### src/rtl/ddr4_open_page_scheduler_if.sv
`default_nettype none
// ============================================================================
// Module      : ddr4_open_page_scheduler_if
// Description : Request and DRAM command bus bundle for the open-page
//               DDR4 scheduler. The master is the request source and command
//               sink; the slave is the scheduler itself.
// Revision    : 1.0 - initial release
// ============================================================================
interface ddr4_open_page_scheduler_if;
    logic        req_valid;
    logic        req_ready;
    logic [1:0]  req_op;
    logic [31:0] req_addr;
    logic        cmd_valid;
    logic [2:0]  cmd_type;
    logic [1:0]  cmd_bg;
    logic [1:0]  cmd_ba;
    logic [13:0] cmd_row;
    logic [10:0] cmd_col;
    logic        done;
    logic [1:0]  done_stat;

    modport master (
        output req_valid, req_op, req_addr,
        input  req_ready, cmd_valid, cmd_type, cmd_bg, cmd_ba, cmd_row, cmd_col,
        input  done, done_stat
    );

    modport slave (
        input  req_valid, req_op, req_addr,
        output req_ready, cmd_valid, cmd_type, cmd_bg, cmd_ba, cmd_row, cmd_col,
        output done, done_stat
    );
endinterface
`default_nettype wire

### src/rtl/ddr4_open_page_scheduler.sv
`default_nettype none
// ============================================================================
// Module      : ddr4_open_page_scheduler
// Description : In-order DDR4 command scheduler with an open-page policy.
//               Issues PRE/ACT/RD/WR for one request at a time, tracks the
//               open row of 16 banks and enforces tRCD/tRP/tRAS/tWR/tCCD_L.
// Revision    : 1.0 - initial release
// ============================================================================
module ddr4_open_page_scheduler #(
    parameter int T_RCD   = 24,
    parameter int T_RP    = 24,
    parameter int T_RAS   = 52,
    parameter int T_CWL   = 20,
    parameter int T_BURST = 4,
    parameter int T_WR    = 20,
    parameter int T_CCD_L = 8
) (
    input  wire logic                  clk,
    input  wire logic                  rst,
    ddr4_open_page_scheduler_if.slave  bus
);

    // All timing values must fit in this counter width.
    localparam int c_CNT_W = 8;
    typedef logic [c_CNT_W-1:0] cnt_t;

    localparam cnt_t c_T_RCD   = cnt_t'(T_RCD);
    localparam cnt_t c_T_RP    = cnt_t'(T_RP);
    localparam cnt_t c_T_RAS   = cnt_t'(T_RAS);
    localparam cnt_t c_T_CCD_L = cnt_t'(T_CCD_L);
    localparam cnt_t c_T_WRREC = cnt_t'(T_CWL + T_BURST + T_WR);

    localparam logic [2:0] c_CMD_ACT = 3'd1;
    localparam logic [2:0] c_CMD_PRE = 3'd2;
    localparam logic [2:0] c_CMD_RD  = 3'd3;
    localparam logic [2:0] c_CMD_WR  = 3'd4;

    localparam logic [1:0] c_STAT_HIT      = 2'd0;
    localparam logic [1:0] c_STAT_MISS     = 2'd1;
    localparam logic [1:0] c_STAT_CONFLICT = 2'd2;

    localparam logic [1:0] c_OP_WR = 2'd1;

    typedef enum logic [2:0] {
        S_IDLE   = 3'd0,
        S_DECODE = 3'd1,
        S_PRE    = 3'd2,
        S_ACT    = 3'd3,
        S_CAS    = 3'd4
    } state_t;

    function automatic cnt_t dec_sat(input cnt_t v);
        return (v == '0) ? '0 : v - cnt_t'(1);
    endfunction

    state_t      state_q, state_d;
    logic [1:0]  op_q, op_d;
    logic [13:0] row_lat_q, row_lat_d;
    logic [10:0] col_lat_q, col_lat_d;
    logic [3:0]  bank_lat_q, bank_lat_d;
    logic [1:0]  stat_q, stat_d;

    logic [15:0] open_q, open_d;
    logic [13:0] row_q [16];
    logic [13:0] row_d [16];
    cnt_t        tras_q [16];
    cnt_t        tras_d [16];
    cnt_t        twr_q  [16];
    cnt_t        twr_d  [16];
    cnt_t        trcd_q, trcd_d;
    cnt_t        trp_q, trp_d;
    cnt_t        ccd_q, ccd_d;

    logic        cmd_valid_q, cmd_valid_d;
    logic [2:0]  cmd_type_q, cmd_type_d;
    logic [1:0]  cmd_bg_q, cmd_bg_d;
    logic [1:0]  cmd_ba_q, cmd_ba_d;
    logic [13:0] cmd_row_q, cmd_row_d;
    logic [10:0] cmd_col_q, cmd_col_d;
    logic        done_q, done_d;
    logic [1:0]  done_stat_q, done_stat_d;

    // DECODE is folded into the first cycle of its target phase so that a
    // hit (or the first ACT/PRE) can appear on the bus two cycles after
    // acceptance.
    state_t      w_phase;
    logic [1:0]  w_stat_now;

    // Address bits [2:0] are byte offset within the burst word.
    logic        w_unused_addr;
    assign w_unused_addr = ^bus.req_addr[2:0];

    // Next-state, command selection and timing counter updates.
    // Every gate checks the counter value it will hold in the cycle the
    // command becomes visible, so a load of N permits the next command
    // exactly N cycles later.
    always_comb begin
        state_d     = state_q;
        op_d        = op_q;
        row_lat_d   = row_lat_q;
        col_lat_d   = col_lat_q;
        bank_lat_d  = bank_lat_q;
        stat_d      = stat_q;
        open_d      = open_q;
        row_d       = row_q;
        trcd_d      = dec_sat(trcd_q);
        trp_d       = dec_sat(trp_q);
        ccd_d       = dec_sat(ccd_q);
        for (int i = 0; i < 16; i++) begin
            tras_d[i] = dec_sat(tras_q[i]);
            twr_d[i]  = dec_sat(twr_q[i]);
        end
        cmd_valid_d = 1'b0;
        cmd_type_d  = '0;
        cmd_bg_d    = '0;
        cmd_ba_d    = '0;
        cmd_row_d   = '0;
        cmd_col_d   = '0;
        done_d      = 1'b0;
        done_stat_d = '0;
        w_phase     = state_q;
        w_stat_now  = stat_q;

        if (state_q == S_DECODE) begin
            if (open_q[bank_lat_q] && (row_q[bank_lat_q] == row_lat_q)) begin
                w_phase    = S_CAS;
                w_stat_now = c_STAT_HIT;
            end else if (!open_q[bank_lat_q]) begin
                w_phase    = S_ACT;
                w_stat_now = c_STAT_MISS;
            end else begin
                w_phase    = S_PRE;
                w_stat_now = c_STAT_CONFLICT;
            end
            state_d = w_phase;
            stat_d  = w_stat_now;
        end

        case (w_phase)
            S_IDLE: begin
                if (bus.req_valid) begin
                    op_d       = bus.req_op;
                    row_lat_d  = bus.req_addr[31:18];
                    col_lat_d  = {bus.req_addr[17:10], bus.req_addr[5:3]};
                    bank_lat_d = {bus.req_addr[7:6], bus.req_addr[9:8]};
                    state_d    = S_DECODE;
                end
            end
            S_PRE: begin
                if ((tras_d[bank_lat_q] == '0) && (twr_d[bank_lat_q] == '0)) begin
                    cmd_valid_d          = 1'b1;
                    cmd_type_d           = c_CMD_PRE;
                    cmd_bg_d             = bank_lat_q[3:2];
                    cmd_ba_d             = bank_lat_q[1:0];
                    open_d[bank_lat_q]   = 1'b0;
                    trp_d                = c_T_RP;
                    state_d              = S_ACT;
                end
            end
            S_ACT: begin
                if (trp_d == '0) begin
                    cmd_valid_d          = 1'b1;
                    cmd_type_d           = c_CMD_ACT;
                    cmd_bg_d             = bank_lat_q[3:2];
                    cmd_ba_d             = bank_lat_q[1:0];
                    cmd_row_d            = row_lat_q;
                    open_d[bank_lat_q]   = 1'b1;
                    row_d[bank_lat_q]    = row_lat_q;
                    tras_d[bank_lat_q]   = c_T_RAS;
                    trcd_d               = c_T_RCD;
                    state_d              = S_CAS;
                end
            end
            S_CAS: begin
                if ((trcd_d == '0) && (ccd_d == '0)) begin
                    cmd_valid_d = 1'b1;
                    cmd_type_d  = (op_q == c_OP_WR) ? c_CMD_WR : c_CMD_RD;
                    cmd_bg_d    = bank_lat_q[3:2];
                    cmd_ba_d    = bank_lat_q[1:0];
                    cmd_col_d   = col_lat_q;
                    ccd_d       = c_T_CCD_L;
                    if (op_q == c_OP_WR) begin
                        twr_d[bank_lat_q] = c_T_WRREC;
                    end
                    done_d      = 1'b1;
                    done_stat_d = w_stat_now;
                    state_d     = S_IDLE;
                end
            end
            default: begin
            end
        endcase
    end

    // State, bank table, counters and registered command bus.
    always_ff @(posedge clk) begin
        if (rst) begin
            state_q     <= S_IDLE;
            op_q        <= '0;
            row_lat_q   <= '0;
            col_lat_q   <= '0;
            bank_lat_q  <= '0;
            stat_q      <= '0;
            open_q      <= '0;
            trcd_q      <= '0;
            trp_q       <= '0;
            ccd_q       <= '0;
            for (int i = 0; i < 16; i++) begin
                row_q[i]  <= '0;
                tras_q[i] <= '0;
                twr_q[i]  <= '0;
            end
            cmd_valid_q <= 1'b0;
            cmd_type_q  <= '0;
            cmd_bg_q    <= '0;
            cmd_ba_q    <= '0;
            cmd_row_q   <= '0;
            cmd_col_q   <= '0;
            done_q      <= 1'b0;
            done_stat_q <= '0;
        end else begin
            state_q     <= state_d;
            op_q        <= op_d;
            row_lat_q   <= row_lat_d;
            col_lat_q   <= col_lat_d;
            bank_lat_q  <= bank_lat_d;
            stat_q      <= stat_d;
            open_q      <= open_d;
            trcd_q      <= trcd_d;
            trp_q       <= trp_d;
            ccd_q       <= ccd_d;
            for (int i = 0; i < 16; i++) begin
                row_q[i]  <= row_d[i];
                tras_q[i] <= tras_d[i];
                twr_q[i]  <= twr_d[i];
            end
            cmd_valid_q <= cmd_valid_d;
            cmd_type_q  <= cmd_type_d;
            cmd_bg_q    <= cmd_bg_d;
            cmd_ba_q    <= cmd_ba_d;
            cmd_row_q   <= cmd_row_d;
            cmd_col_q   <= cmd_col_d;
            done_q      <= done_d;
            done_stat_q <= done_stat_d;
        end
    end

    assign bus.req_ready = (state_q == S_IDLE) && !rst;
    assign bus.cmd_valid = cmd_valid_q;
    assign bus.cmd_type  = cmd_type_q;
    assign bus.cmd_bg    = cmd_bg_q;
    assign bus.cmd_ba    = cmd_ba_q;
    assign bus.cmd_row   = cmd_row_q;
    assign bus.cmd_col   = cmd_col_q;
    assign bus.done      = done_q;
    assign bus.done_stat = done_stat_q;

endmodule
`default_nettype wire

### src/flat_wrapper.sv
// flat-port wrapper written by rule: the top's interface ports become plain ports
module ddr4_open_page_scheduler_flat 
#(
    parameter int T_RCD   = 24,
    parameter int T_RP    = 24,
    parameter int T_RAS   = 52,
    parameter int T_CWL   = 20,
    parameter int T_BURST = 4,
    parameter int T_WR    = 20,
    parameter int T_CCD_L = 8
)
  (clk, rst, bus_req_valid, bus_req_op, bus_req_addr, bus_req_ready, bus_cmd_valid, bus_cmd_type, bus_cmd_bg, bus_cmd_ba, bus_cmd_row, bus_cmd_col, bus_done, bus_done_stat);
  ddr4_open_page_scheduler_if bus_i ();
  input  wire logic clk;
  input  wire logic rst;
  input wire logic [$bits(bus_i.req_valid)-1:0] bus_req_valid;
  input wire logic [$bits(bus_i.req_op)-1:0] bus_req_op;
  input wire logic [$bits(bus_i.req_addr)-1:0] bus_req_addr;
  output wire logic [$bits(bus_i.req_ready)-1:0] bus_req_ready;
  output wire logic [$bits(bus_i.cmd_valid)-1:0] bus_cmd_valid;
  output wire logic [$bits(bus_i.cmd_type)-1:0] bus_cmd_type;
  output wire logic [$bits(bus_i.cmd_bg)-1:0] bus_cmd_bg;
  output wire logic [$bits(bus_i.cmd_ba)-1:0] bus_cmd_ba;
  output wire logic [$bits(bus_i.cmd_row)-1:0] bus_cmd_row;
  output wire logic [$bits(bus_i.cmd_col)-1:0] bus_cmd_col;
  output wire logic [$bits(bus_i.done)-1:0] bus_done;
  output wire logic [$bits(bus_i.done_stat)-1:0] bus_done_stat;
  assign bus_i.req_valid = bus_req_valid;
  assign bus_i.req_op = bus_req_op;
  assign bus_i.req_addr = bus_req_addr;
  assign bus_req_ready = bus_i.req_ready;
  assign bus_cmd_valid = bus_i.cmd_valid;
  assign bus_cmd_type = bus_i.cmd_type;
  assign bus_cmd_bg = bus_i.cmd_bg;
  assign bus_cmd_ba = bus_i.cmd_ba;
  assign bus_cmd_row = bus_i.cmd_row;
  assign bus_cmd_col = bus_i.cmd_col;
  assign bus_done = bus_i.done;
  assign bus_done_stat = bus_i.done_stat;
  ddr4_open_page_scheduler #(.T_RCD(T_RCD), .T_RP(T_RP), .T_RAS(T_RAS), .T_CWL(T_CWL), .T_BURST(T_BURST), .T_WR(T_WR), .T_CCD_L(T_CCD_L)) u_core (.clk(clk), .rst(rst), .bus(bus_i));
endmodule
### config.mk
export PLATFORM = sky130hd
export DESIGN_NAME = ddr4_open_page_scheduler_flat
export DESIGN_NICKNAME = d
export VERILOG_FILES = /design/src/rtl/ddr4_open_page_scheduler_if.sv /design/src/rtl/ddr4_open_page_scheduler.sv /design/src/flat_wrapper.sv
export SDC_FILE = /design/constraint.sdc
export NUM_CORES = 1
export LEC_CHECK = 0
export ABC_CLOCK_PERIOD_IN_PS = 3100
export CAP_MARGIN = 30
export CORE_UTILIZATION = 42
export DETAILED_ROUTE_END_ITERATION = 12
export PLACE_DENSITY_LB_ADDON = 0.05
export SYNTH_ARGS = -nofsm -noshare
export SYNTH_HDL_FRONTEND = slang
export SYNTH_SLANG_ARGS = --single-unit
### constraint.sdc
create_clock -name clk -period 3.1 [get_ports clk]
set_input_delay 0.93 -clock clk [delete_from_list [all_inputs] [get_ports clk]]
set_output_delay 0.93 -clock clk [all_outputs]
set_load 0.02 [all_outputs]
* Word level (Yosys, flattened, before mapping)
Memories as Yosys holds them, arrays and structs flattened.
Cells that the tools add are included.
** Storage, ports and cells
- Memories :: 2
- Bits of input ports :: 37
- RAM bits :: 256
- Output and inout port bits :: 37
- Register bits :: 336
- Logic and storage cells :: 315
** Memory list
- u_core.tras_q :: depth 16, width 8, read ports 16, clocked after Yosys merged registers in 0, wr ports 16, RTL line ddr4_open_page_scheduler.sv:66 : cnt_t tras_q [16];
- u_core.twr_q :: depth 16, width 8, read ports 16, clocked after Yosys merged registers in 0, wr ports 16, RTL line ddr4_open_page_scheduler.sv:68 : cnt_t twr_q [16];
** Operators by class
- Bitwise operators :: 46
- Equality and inequality tests :: 8
- Magnitude comparators :: 4
- Reduce and logical (&&, ||, !) cells :: 56
- Add/subtract/negate cells :: 35
- Multiplexer cells :: 130
** Operator list (number)
- 128-bit 2-to-1 mux :: 5
- 8-bit 2-to-1 mux :: 78
- 8-bit logical NOT :: 40
- 8-bit by 1-bit subtractor with 8-bit output, second input constant :: 35
- 224-bit bitwise mux :: 1
- 80-bit AND :: 2
- 80-bit NOT :: 2
- 48-bit OR :: 2
- 8-bit binary-select mux with 4-bit select :: 2
- 14-bit binary-select mux with 4-bit select :: 1
- 14-bit demux with 4-bit select :: 1
- 14-bit 2-to-1 mux :: 3
- 8-bit demux with 4-bit select :: 1
- 16-bit 2-to-1 mux :: 2
- 1-bit OR :: 32
- 16-bit one-hot mux with 2 select lines :: 1
- 3-bit 2-to-1 mux :: 8
- 2-bit 2-to-1 mux :: 10
- 16-bit AND :: 1
- 16-bit NOT :: 1
- 16-bit OR :: 1
- 14-bit == test :: 1
- 2-bit one-hot mux with 3 select lines :: 2
- 3-bit one-hot mux with 4 select lines :: 1
- 24 further kinds :: 46

* Depth between registers and ports, before layout
Gate-level depths: netlist of run 1.
- Word-level depth :: 11
- Depth in mapped cells :: 15
- Gate-level depth less buffers :: 11

* Worst setup path before layout of run 1
No wires, ideal clock.
- Kind :: reg2reg
- Start point :: reg u_core.bank_lat_q[3]
- End point :: mem u_core.twr_q[15][2] in the netlist's numbering
- Slack :: -0.169 ns
- Required time :: 3.015 ns
- Stages on the path, launching flop included :: 14
- Path buffers :: 4
- Period minus slack after synthesis :: 3.269 ns
- Data arrival time :: 3.183 ns
- Library setup time :: 0.085 ns
- Cell sequence :: dfxtp_1 -> buf_2 -> buf_1 -> mux4_2 -> mux2i_1 -> mux2i_1 -> xor2_1 -> a2111oi_4 -> nand4_2 -> o31ai_4 -> or3b_1 -> buf_2 -> buf_6 -> o31ai_2
** RTL lines
- from (decl) :: RTL line ddr4_open_page_scheduler.sv:60 : logic [3:0] bank_lat_q, bank_lat_d;
- from (signal assigned) :: RTL line ddr4_open_page_scheduler.sv:226 : bank_lat_q <= bank_lat_d;
- to (decl) :: RTL line ddr4_open_page_scheduler.sv:68

==> results of run 1 <==
-- power by group --
part	total [µW]	switching, µW	internal (µW)
Sequential	10400	1280	9130
Clock	8490	3380	5110
Combinational	18200	9330	8900
Total	37100	14000	23100
-- synth_stat cells, types with 43 or more instances --
| cell | count |
|---|---|
| dfxtp_1 | 592 |
| mux2i_1 | 98 |
| xor2_1 | 54 |
| nor3_1 | 153 |
| a211oi_1 | 62 |
| inv_1 | 91 |
| nor2_1 | 234 |
| nand2_1 | 700 |
| clkbuf_1 | 157 |
| nand3_1 | 43 |
| o21ai_0 | 68 |
| a21oi_1 | 397 |
| xnor2_1 | 51 |
| nor2b_1 | 51 |
-- metal layers --
| layer | GRT usage (%) | vias up |
|---|---|---|
| met5 | 0 | - |
| met4 | 9.232 | 2 |
| met3 | 3.520 | 187 |
| met2 | 47.05 | 776 |
| met1 | 35.45 | 13274 |
| li1 | - | 13135 |
-- what timing repair did --
| item | in CTS | in global routing |
|---|---|---|
| pin swaps | 9 | 19 |
| buffers inserted | 16 | 13 |
| resized for setup | 55 | 112 |
| endpoints found under the setup margin | 508 | 474 |
| cloned | 2 | 7 |
-- cells by family (layout without fill, tap and decap cells) --
| logic type | count (synthesis) | count (layout) |
|---|---|---|
| AOI/OAI and AO/OA | 794 | 794 |
| xor gates and xnor gates | 105 | 105 |
| adders and majority gates | 35 | 35 |
| buffers and inverters | 303 | 823 |
| DFF | 592 | 592 |
| muxes | 144 | 144 |
| other | 0 | 1 |
| and+or+nand+nor | 1473 | 1473 |
-- worst max-delay path, stage by stage, from the launching register on --
cell and delay (ns):
dfxtp_4 0.43, buf_12 0.14, mux4_2 0.51, mux2i_1 0.14, buf_4 0.16, mux2i_2 0.07
xor2_1 0.19, a2111oi_4 0.39, nand4_2 0.23, o31ai_4 0.27, buf_4 0.16, nor3b_4 0.19
buf_4 0.15, buf_12 0.15, buf_12 0.17, a2111oi_1 0.09
-- state kept, by name (all words and copies together), names as in the netlist, 4 cells and up, named ones only --
signal              flops
u_core.row_q          224
u_core.row_lat_q       14
u_core.ccd_q            8
u_core.bus.cmd_row     14
u_core.trp_q            8
u_core.bank_lat_q       4
u_core.col_lat_q       11
u_core.bus.cmd_col     11
u_core.trcd_q           8
u_core.tras_q         128
u_core.twr_q          128
-- area by class of cell --
type	instances	area, µm²
well taps	864	1081
fillers	6060	29030
flip-flops and latches	592	11860
repair buffers	609	5698
diodes	1	2.502
clock inverters	25	345.3
inverters	92	345.3
clock buffers	97	2006
multi-input cells	2551	15970
-- per-stage QoR --
stage	total power, µW	hold WS (ns)	setup TNS (ns)	setup slack [ns]	utilization [%]
2_1_floorplan	20810	0.4133	-5.380	-0.09064	-
3_3_place_gp	27340	0.4378	-141.08	-0.9118	50.84
3_5_place_dp	27740	0.4416	-152.75	-0.8490	50.84
4_1_cts	36690	0.4492	-76.89	-0.5141	55.01
5_1_grt	39630	0.4653	-99.27	-0.6725	56.24
6_report	37140	0.4510	-78.67	-0.5534	56.24
-- worst max path at each step --
| stage | from | endpoint | slack (ns) | depth (start not counted) |
|---|---|---|---|---|
| after floorplan | u_core.bank_lat_q[2] | u_core.twr_q[13][2] | -0.09 | 12 |
| after global placement | u_core.twr_q[2][0] | flip-flop | -0.91 | 14 |
| after detailed placement | u_core.twr_q[2][0] | u_core.trp_q[4] | -0.85 | 14 |
| after CTS | u_core.bank_lat_q[2] | u_core.twr_q[4][0] | -0.51 | 14 |
| after global routing | u_core.bank_lat_q[2] | u_core.twr_q[8][1] | -0.67 | 15 |
| final | u_core.bank_lat_q[2] | u_core.twr_q[8][1] | -0.55 | 15 |
==> out/metrics.cfg, run 1 <==
[status]
outcome=finished, violations left
violations=setup timing

[place]
post-place-cells=4670
numPortBuffers=70
hpwl_mm=65.38
gp_congestion=0.8997
place_area_mm2=0.03372

[sta]
finalCriticalPeriod_ns=3.653
relSlewSlack_pct=39.31
skew_ns=0.02824
fin_crit_sh_pct=117.9
setup_slack_ns=-0.5534
slew_viol_final=0
worst_pin_slew_ns=0.9034
fmax_mhz=273.7
hold_violations=0
setup_violations=182
rsz0062_at_grt=yes

[global_route]
grt_pass1_vias=26481
grt_max_degree=108
antenna_found_initial=2
grt_use_total_pct=27.42
grt_first_pass_wirelength_mm=147.8
grt-ovfl-total=0

[final_layout]
final_nets=3988
instances_no_fill=4831
syn_to_final_growth_pct=31.38
fin_area_mm2=0.03731
drive_gt1_share_pct=21.63
mostFrequentLayoutCell=nand2_1
layout_common_cells=696 x nand2_1, 589 x dfxtp_1, 461 x buf_4

[drt]
dr_wl_met2_mm=46.15
drt-total-wl_mm=96.39
routed_via_density=5.666
via_count=27374
post_drt_wl_per_cell_um=19.95
drt_iter0_markers=1942
ant_nets=0
drc=0
dr.max_layer_used=met5
wirelength_met1_mm=41.80
dr.pass1.iters=7
met3WireLength_mm=5.375

[setup_path]
ff2ff_path_depth=15
path_class=flip-flop to flip-flop
r2r_slack_ns=-0.55
start_kind=flip-flop
crit_fanout=18
cp-end-kind=flip-flop
reg2reg_from=u_core.bank_lat_q[2]
r2r-end=u_core.twr_q[8][1]
worstPathRequired_ns=3.53
arrival_ns=4.08

[logic_synthesis]
netlist.top_cell.by_area=dfxtp_1
ys_types=92
synthCells=3446
yosysSeqAreaShare_pct=41.73
synth_compound_area_share_pct=17.89
synth_seq_cells=592
netlist_top_cells_area=dfxtp_1 42%, nand2_1 9.3%, a21oi_1 7.0%
syn_nets=3518
synthesis.area_mm2=0.02840
synthMuxAreaShare_pct=6.904
synth_ff_type=dfxtp_1
synth_top_family_by_area=simple AND/OR/NAND/NOR gates
synth_area_per_cell_um2=8.241
yosysTopAreaCellShare_pct=41.73
synthXorXnorAreaFrac_pct=3.238
synth_simple_gate_area_share_pct=24.23
yosysWarnings=0
synth_edf_count=0
synthAdderAreaFrac_pct=1.542
async_flop_share_pct=0

[floorplan]
die_h_um=262.0
die_w_um=262.0
num_rows=94
core_mm2=0.06633
io_pins=74
start_util_pct=42.81
die-area_mm2=0.06866

[clock_network]
cts_tree=built
clkTransAtPathRegs_ns=0.06
cts_max_level=3
numCtsBuffers=70
insertion_delay_ns=0.62
ctsRootBufferMaster=clkbuf_16
cts_hold_buf=0
clkSinkCount=592
cts_max_path_buffers=3

[power]
p_leak_uw=0.01431
power_density_mw_per_mm2=995.4
peakVddDrop_v=0.0005294

[worst_hold_path]
hold_start=u_core.col_lat_q[8]
whs_endpoint=u_core.col_lat_q[8]
holdPathStages=2
hp-class=flip-flop to flip-flop

[run]
cap_violations=0

(Power assumes the default switching activity.)
==> run 2, diff against run 1 <==
--- a/config.mk
+++ b/config.mk
@@ -10,6 +10,7 @@
 export CORE_UTILIZATION = 42
 export DETAILED_ROUTE_END_ITERATION = 12
 export PLACE_DENSITY_LB_ADDON = 0.05
+export SLEW_MARGIN = 40
 export SYNTH_ARGS = -nofsm -noshare
 export SYNTH_HDL_FRONTEND = slang
 export SYNTH_SLANG_ARGS = --single-unit
==> out/metrics.cfg, run 2 (synthesis gave the netlist of run 1 again) <==
[status]
outcome=finished, violations left
violations=setup timing

[floorplan]
io_pins=74
die_h_um=262.0
die_w_um=262.0
num_rows=94
start_util_pct=42.81
core_mm2=0.06633
die-area_mm2=0.06866

[drt]
dr.pass1.iters=5
post_drt_wl_per_cell_um=19.82
drt-total-wl_mm=95.71
via_count=27265
routed_via_density=5.647
drc=0
ant_nets=0
drt_iter0_markers=2052

[global_route]
grt_first_pass_wirelength_mm=147.0
grt_max_degree=108
grt_use_total_pct=27.22
grt_pass1_vias=26350
antenna_found_initial=0
grt-ovfl-total=0

[setup_path]
cp-end-kind=flip-flop
start_kind=flip-flop
path_class=flip-flop to flip-flop
arrival_ns=4.06
worstPathRequired_ns=3.59
crit_fanout=9

[place]
post-place-cells=4670
place_area_mm2=0.03373
gp_congestion=0.8997
hpwl_mm=65.30
numPortBuffers=70

[sta]
finalCriticalPeriod_ns=3.570
fin_crit_sh_pct=115.1
hold_violations=0
slew_viol_final=0
rsz0062_at_grt=yes
skew_ns=0.03212
relSlewSlack_pct=32.00
setup_violations=182
worst_pin_slew_ns=1.012
fmax_mhz=280.2
setup_slack_ns=-0.4695

[clock_network]
numCtsBuffers=69
insertion_delay_ns=0.61
cts_hold_buf=0
cts_max_level=3
cts_tree=built
ctsRootBufferMaster=clkbuf_16
clkTransAtPathRegs_ns=0.06
cts_max_path_buffers=3
clkSinkCount=592

[power]
p_total_uw=37320
peakVddDrop_v=0.0005206
power_density_mw_per_mm2=995.6
p_leak_uw=0.01433

[final_layout]
drive_gt1_share_pct=22.07
mostFrequentLayoutCell=nand2_1
final_nets=3986
top_regs=u_core.row_q: 224 flops, u_core.tras_q: 128 flops, u_core.twr_q: 128 flops
instances_no_fill=4828
diodes=0
layout_common_cells=697 x nand2_1, 588 x dfxtp_1, 457 x buf_4
largest_reg_flops=224
post-route-util_pct=56.51
top_register=u_core.row_q
syn_to_final_growth_pct=32.01
fin_area_mm2=0.03749

[run]
cap_violations=0

[worst_hold_path]
hp-class=flip-flop to flip-flop

[run 2: cell type report]
type	instances	area, µm²
Clock buffer	101	2059
Sequential cell	592	11860
Inverter	92	345.3
Clock inverter	20	234.0
Fill cell	5972	28850
Timing Repair Buffer	608	5699
Multi-Input combinational cell	2551	16200
Tap cell	864	1081
[run 2: routing by layer]
layer  part of all wire (%)  wire [µm]  GRT usage (%)  up-vias
met4                    2.8       2726          9.216        0
li1                       -          -              -    13134
met3                    5.1       4856          3.443      155
met1                     44      42030          35.30    13287
met2                     48      46090          46.58      689
met5                      0          0              0        -
[run 2: through the flow]
stage	hold WS [ns]	setup slack, ns	setup TNS, ns
global route	0.4653	-0.5471	-80.52
detailed placement	0.4416	-0.8493	-147.86
floorplan	0.4133	-0.09064	-5.380
CTS	0.4490	-0.4720	-72.80
finish	0.4518	-0.4695	-63.44
global placement	0.4378	-0.9118	-141.08
[run 2: worst paths after layout]
check,start,to,slack [ns],depth (start not counted)
worst max-delay path,u_core.bank_lat_q[2],u_core.twr_q[0][7],-0.47,10
worst min-delay path,u_core.col_lat_q[8],u_core.col_lat_q[8],0.45,2
worst max register to register,u_core.bank_lat_q[2],u_core.twr_q[0][7],-0.47,10
worst min register to register,u_core.col_lat_q[8],u_core.col_lat_q[8],0.45,2
[run 2: report_power, final]
part	switching (µW)	internal (µW)	total, µW
clock	3330	4940	8280
combinational	9490	9130	18600
sequential	1300	9130	10400
[run 2: worst max-delay path, stage by stage, from the launching register on]
cell	delay (ns)
dfxtp_4	0.39
buf_8	0.15
mux4_2	0.51
mux4_2	0.48
xor2_1	0.18
a2111oi_4	0.28
nand4_2	0.23
o31ai_4	0.28
or3b_4	0.54
buf_12	0.20
o211a_1	0.21
[run 2: timing repair]
action                                  CTS  global route
endpoints found under the setup margin  506           477
buffers inserted                         20            10
resized for setup                        67           146
pin swaps                                15            40
gates cloned                              3             5
